$ cat src/rtl/msg_assembler.sv
// AXI-Stream message assembler: compacts kept bytes of each beat into a message
// buffer and presents the whole message with length and error status on tlast.
module msg_assembler #(
    parameter int unsigned MAX_MSG_BYTES = 32,
    parameter int unsigned DATA_BYTES    = 8,
    parameter int unsigned LEN_W         = $clog2(MAX_MSG_BYTES + 1)
) (
    input  logic                       clk,
    input  logic                       rst,
    input  logic                       s_tvalid,
    output logic                       s_tready,
    input  logic [8*DATA_BYTES-1:0]    s_tdata,
    input  logic [DATA_BYTES-1:0]      s_tkeep,
    input  logic                       s_tlast,
    input  logic                       s_tuser,
    output logic [8*MAX_MSG_BYTES-1:0] msg_data,
    output logic [LEN_W-1:0]           msg_len,
    output logic                       msg_valid,
    input  logic                       msg_ready,
    output logic                       msg_error,
    output logic                       msg_overflow
);

    localparam int unsigned IDX_W = (MAX_MSG_BYTES > 1) ? $clog2(MAX_MSG_BYTES) : 1;
    localparam int unsigned POS_W = $clog2(MAX_MSG_BYTES + DATA_BYTES + 1);

    typedef enum logic [1:0] {
        ACCUM = 2'd0,
        DROP  = 2'd1,
        HOLD  = 2'd2
    } state_t;

    state_t           state;
    logic [7:0]       buf_q [MAX_MSG_BYTES];
    logic [7:0]       buf_n [MAX_MSG_BYTES];
    logic [LEN_W-1:0] cnt_q;
    logic [LEN_W-1:0] cnt_n;
    logic [POS_W-1:0] pos;
    logic             over;
    logic             err_q;
    logic             ovf_q;
    logic             valid_q;

    // Pack kept lanes in ascending order from the current fill level; bytes past capacity are dropped.
    always_comb begin
        buf_n = buf_q;
        pos   = POS_W'(cnt_q);
        for (int i = 0; i < int'(DATA_BYTES); i++) begin
            if (s_tkeep[i]) begin
                if (pos < POS_W'(MAX_MSG_BYTES)) begin
                    buf_n[pos[IDX_W-1:0]] = s_tdata[8*i +: 8];
                end
                pos = pos + POS_W'(1);
            end
        end
        over  = (pos > POS_W'(MAX_MSG_BYTES));
        cnt_n = over ? LEN_W'(MAX_MSG_BYTES) : LEN_W'(pos);
    end

    always_ff @(posedge clk) begin
        if (rst) begin
            state   <= ACCUM;
            cnt_q   <= '0;
            err_q   <= 1'b0;
            ovf_q   <= 1'b0;
            valid_q <= 1'b0;
            for (int i = 0; i < int'(MAX_MSG_BYTES); i++) begin
                buf_q[i] <= '0;
            end
        end else begin
            case (state)
                ACCUM: begin
                    if (s_tvalid) begin
                        buf_q <= buf_n;
                        cnt_q <= cnt_n;
                        if (s_tuser || over) begin
                            err_q <= 1'b1;
                        end
                        if (over) begin
                            ovf_q <= 1'b1;
                        end
                        if (s_tlast) begin
                            state   <= HOLD;
                            valid_q <= 1'b1;
                        end else if (over) begin
                            state <= DROP;
                        end
                    end
                end
                DROP: begin
                    if (s_tvalid) begin
                        if (s_tuser) begin
                            err_q <= 1'b1;
                        end
                        if (s_tlast) begin
                            state   <= HOLD;
                            valid_q <= 1'b1;
                        end
                    end
                end
                HOLD: begin
                    if (msg_ready) begin
                        state   <= ACCUM;
                        valid_q <= 1'b0;
                        cnt_q   <= '0;
                        err_q   <= 1'b0;
                        ovf_q   <= 1'b0;
                        for (int i = 0; i < int'(MAX_MSG_BYTES); i++) begin
                            buf_q[i] <= '0;
                        end
                    end
                end
                default: begin
                    state <= ACCUM;
                end
            endcase
        end
    end

    // Unfilled bytes are kept at zero, so the buffer is presented directly.
    always_comb begin
        msg_data = '0;
        for (int i = 0; i < int'(MAX_MSG_BYTES); i++) begin
            msg_data[8*i +: 8] = buf_q[i];
        end
    end

    assign s_tready     = !rst && (state != HOLD);
    assign msg_len      = cnt_q;
    assign msg_valid    = valid_q;
    assign msg_error    = err_q;
    assign msg_overflow = ovf_q;

endmodule

$ cat config.mk
export PLATFORM = sky130hd
export DESIGN_NAME = msg_assembler
export DESIGN_NICKNAME = d
export VERILOG_FILES = /design/src/rtl/msg_assembler.sv
export SDC_FILE = /design/constraint.sdc
export NUM_CORES = 2
export LEC_CHECK = 0
export ABC_AREA = 1
export CAP_MARGIN = 10
export CORE_UTILIZATION = 25
export CTS_BUF_LIST = sky130_fd_sc_hd__clkbuf_4
export DETAILED_ROUTE_END_ITERATION = 6
export DONT_BUFFER_PORTS = 1
export GPL_TIMING_DRIVEN = 0
export SLEW_MARGIN = 20
export SYNTH_ARGS = -nofsm -noshare
export SYNTH_HDL_FRONTEND = slang
export SYNTH_SLANG_ARGS = --single-unit
$ cat constraint.sdc
create_clock -name clk -period 9.95 [get_ports clk]
set_clock_uncertainty 0.1 [all_clocks]
set_input_delay 1.99 -clock clk [delete_from_list [all_inputs] [get_ports clk]]
set_output_delay 1.99 -clock clk [all_outputs]
set_load 0.03 [all_outputs]
==> metrics.md <==
| Metric | Value |
|---|---|
| Max frequency | `0.104 GHz` |
| Proportion of synthesized area in mux cells | `0` |
| Cts hold-fix bufs | `0` |
| Net load switching power | `roughly 5.6 mW` |
| Yosys top cell by area | `nand2_1` |
| Commonest non-fill, non-tap cells in the layout | `nand2_1 (3521), nor2_1 (1712), nand3_1 (735)` |
| Reg area | `about 5300 um2` |
| Rel. slew slack | `0.0677` |
| First-pass GRT wire length | `400000 um` |
| I/O pin count | `344` |
| Clock Power Share | `0.131` |
| Post-synthesis register bit count | `~270` |
| Flop2flop setup slack | `just over 0.3 ns` |
| Initial DRC count | `roughly 10000` |
| # rows | `approximately 150` |
| P_leak | `approximately 22 nW` |
| Share of layout cells above drive strength 1 | `0.0489` |
| Worst-Margin Slew | `1.40 ns` |
| Cell variety after synth | `42` |
| Final Hold Violating Endpoints | `0` |
| Post-Synth XOR/XNOR Area | `0.000918` |
| H-tree depth | `3` |
| Hold Slack | `around 0.39 ns` |
| Area share of and/or/nand/nor cells after synthesis | `0.627` |
| Largest family of logic cells by synthesized area | `simple AND/OR/NAND/NOR gates` |
| Dpl hpwl | `between 200000 and 250000 um` |
| Remaining Overflow, GRT | `0` |
| Port Buffers | `0` |
| Violated checks | `design-rule violations` |
| RSZ-0062 raised after global routing | `no` |
| Max-Cap Viols | `0` |
| Wire length per cell | `between 20 and 30 um` |
| Syn_nets | `8495` |
| Worst Path Class, Setup | `reg -> reg` |
| Post-Syn Instances | `8382` |
| Resize count post-CTS | `0` |
| CTS buffer count | `78` |
| Worst vdd ir | `roughly 110 uV` |
| Number of synthesized flops with an enable pin | `0` |
| CP endpoint kind | `flip-flop` |
| Initial antenna violation count | `38` |
| Synth Warn # | `0` |
| Async SR Flop Fraction | `0` |
| Maximum clock path buffer count | `3` |
| Via-to-Cell Ratio | `between 5 and 6` |
| Cell area after synthesis | `39500 um2` |
| Number of global-route vias before repair | `roughly 50000` |
| Top post-synthesis cells by area | `nand2_1 (33%), nor2_1 (16%), dfxtp_1 (14%), nand3_1 (9.3%), o21ai_0 (6.5%)` |
| Area grow syn2layout | `10.0%` |
| Final #Nets | `8588` |
| Power Density | `slightly above 200 nW/um2` |
| Antenna-violating nets left | `0` |
| Max incr delay on CP | `between 0.8 and 0.9 ns` |
| Total of fill cells in the finished design | `approximately 19000` |
| Critical Path Fanout Max | `10` |
| Clock Latency Late Sink | `between 1 and 1.5 ns` |
| Core Box Area | `157000 um2` |
| Crit path DAT | `between 10 and 15 ns` |
| Total Routing Usage GR | `0.362` |
| Top-area cell type share of the netlist area | `0.334` |
| DP Worst Slack | `approximately 0.017 ns` |
| Drt pass-1 iters | `7` |
| Critical path's slowest cell | `dfxtp_1` |
| Final setup fails | `0` |
| Die Wd | `between 300 and 400 um` |
| Multi-input combinational cell area | `approximately 30000 um2` |
| Most common cell after layout, fill and taps aside | `nand2_1` |
| Sequential power share | `0.197` |
| Sequential share of the synthesized area | `0.135` |
| Most used cell along the critical path | `nand2_1` |
| Int Power | `approximately 3.3 mW` |
| Largest net degree at the start of global routing | `11` |
| Total power | `roughly 9 mW` |
| Combinational Power Share | `0.672` |
| CTS tree | `built` |
| Synth Area in Compound Gates | `0.115` |
| Root Buffer | `clkbuf_4` |
| Die ar. | `160000 um2` |
| DRC Markers | `8` |
| Routability cong. | `1.10` |
| Switching Share | `0.631` |
| Crit path launch type | `flip-flop` |
| Crit path time final | `around 9.6 ns` |
| Post-synthesis adder-cell area fraction | `0.0111` |
| Die height | `~400 um` |
| Initial Util | `0.252` |
| Final worst-path setup slack | `0.306 ns` |
| Final Max Slew Viols | `0` |
| Post-CTS Setup Repair Bufs | `0` |
| Routed vias | `between 50000 and 60000` |
| Top FF cell, synth | `dfxtp_1` |
| Clock Pin Slew Worst Setup and Hold Paths | `0.07 ns` |
| Clk sinks | `approximately 270` |
| Worst hold-check path type | `reg -> reg` |
| CP required | `about 11 ns` |
| Status | `complete, but fails checks` |
| Synth Area per Inst | `about 4.7 um2` |
| WL final | `301000 um` |
| Final Cycle Share | `0.969` |
==> final cells by class <==
| cell class | count | share of cell area |
|---|---|---|
| clock buffers | 107 | 0.0185 |
| repair buffers | 13 | 0.00400 |
| plain buffers | 503 | 0.0489 |
| clock inverters | 29 | 0.00397 |
| well taps | 2058 | 0.0592 |
| multi-input cells | 6996 | 0.688 |
| flip-flops and latches | 267 | 0.123 |
| inverters | 616 | 0.0532 |
| diodes | 28 | 0.00161 |
==> path summary, 6_finish.rpt <==
kind,startpoint,to,cells after the start
worst max-delay path,msg_len[0],msg_data[79],38
worst min-delay path,state[1],state[1],2
worst max register to register,msg_len[0],msg_data[79],38
worst min register to register,state[1],state[1],2
==> synthesized netlist by cell type (2+ instances only) <==
| cell | n |
|---|---|
| a21oi_1 | 93 |
| buf_1 | 59 |
| buf_2 | 43 |
| buf_4 | 9 |
| buf_6 | 8 |
| clkbuf_1 | 384 |
| clkinv_1 | 9 |
| dfxtp_1 | 267 |
| ha_1 | 35 |
| inv_1 | 588 |
| inv_2 | 19 |
| nand2_1 | 3521 |
| nand2_2 | 29 |
| nand2_4 | 15 |
| nand2_8 | 3 |
| nand3_1 | 738 |
| nand3_2 | 8 |
| nand3_4 | 7 |
| nand3b_1 | 2 |
| nand4_1 | 41 |
| nand4_4 | 4 |
| nor2_1 | 1716 |
| nor2_2 | 25 |
| nor2_4 | 7 |
| nor3_1 | 19 |
| nor3_2 | 5 |
| nor3_4 | 2 |
| o211ai_1 | 64 |
| o21a_1 | 128 |
| o21ai_0 | 517 |
| or2_2 | 6 |
==> kinds of logic after synthesis <==
kind of cell               Yosys count
xor gates and xnor gates             2
AOI/OAI and AO/OA                  810
buffers and inverters             1119
adders and majority gates           35
and+or+nand+nor                   6149
DFF                                267
==> through the flow <==
step / utilization / cells / instance area, um2 / TNS, ns
floorplan: - / 8382 / 39500 / 0
global placement: 0.269 / 10400 / 42100 / -108.57
detailed placement: 0.271 / 10500 / 42400 / 0
CTS: 0.277 / 10600 / 43400 / 0
global route: 0.277 / 10600 / 43400 / 0
finish: 0.278 / 10600 / 43500 / 0
==> registers in the layout, indices dropped and copies added (netlist names) <==
signal	flops
msg_data	256
msg_error	1
msg_len	6
msg_overflow	1
msg_valid	1
state	2
==> power groups by stage <==
stage / clock (mW) / combinational (mW) / sequential, mW
finish: 1.16 / 5.94 / 1.74
global route: 1.24 / 6.22 / 1.77
CTS: 1.18 / 5.60 / 1.75
detailed placement: 0 / 5.58 / 1.78
global placement: 0 / 5.59 / 1.77
floorplan: 0 / 3.52 / 1.64
==> layer usage <==
layer  GRT usage  share of wire  vias up
met5           0        0.00046        -
met4       0.261          0.083       20
met3       0.147           0.15     1131
met2       0.505           0.39     4512
met1       0.443           0.38    26700
li1            -              -    26200
==> worst max-delay path, delay by kind of cell, from the launching register on <==
family | cells | cell delay [ns]
buffers and inverters | 9 | 2.21
and+or+nand+nor | 22 | 4.01
DFF | 1 | 0.88
adders and majority gates | 7 | 2.11
(Power assumes the default switching activity.)
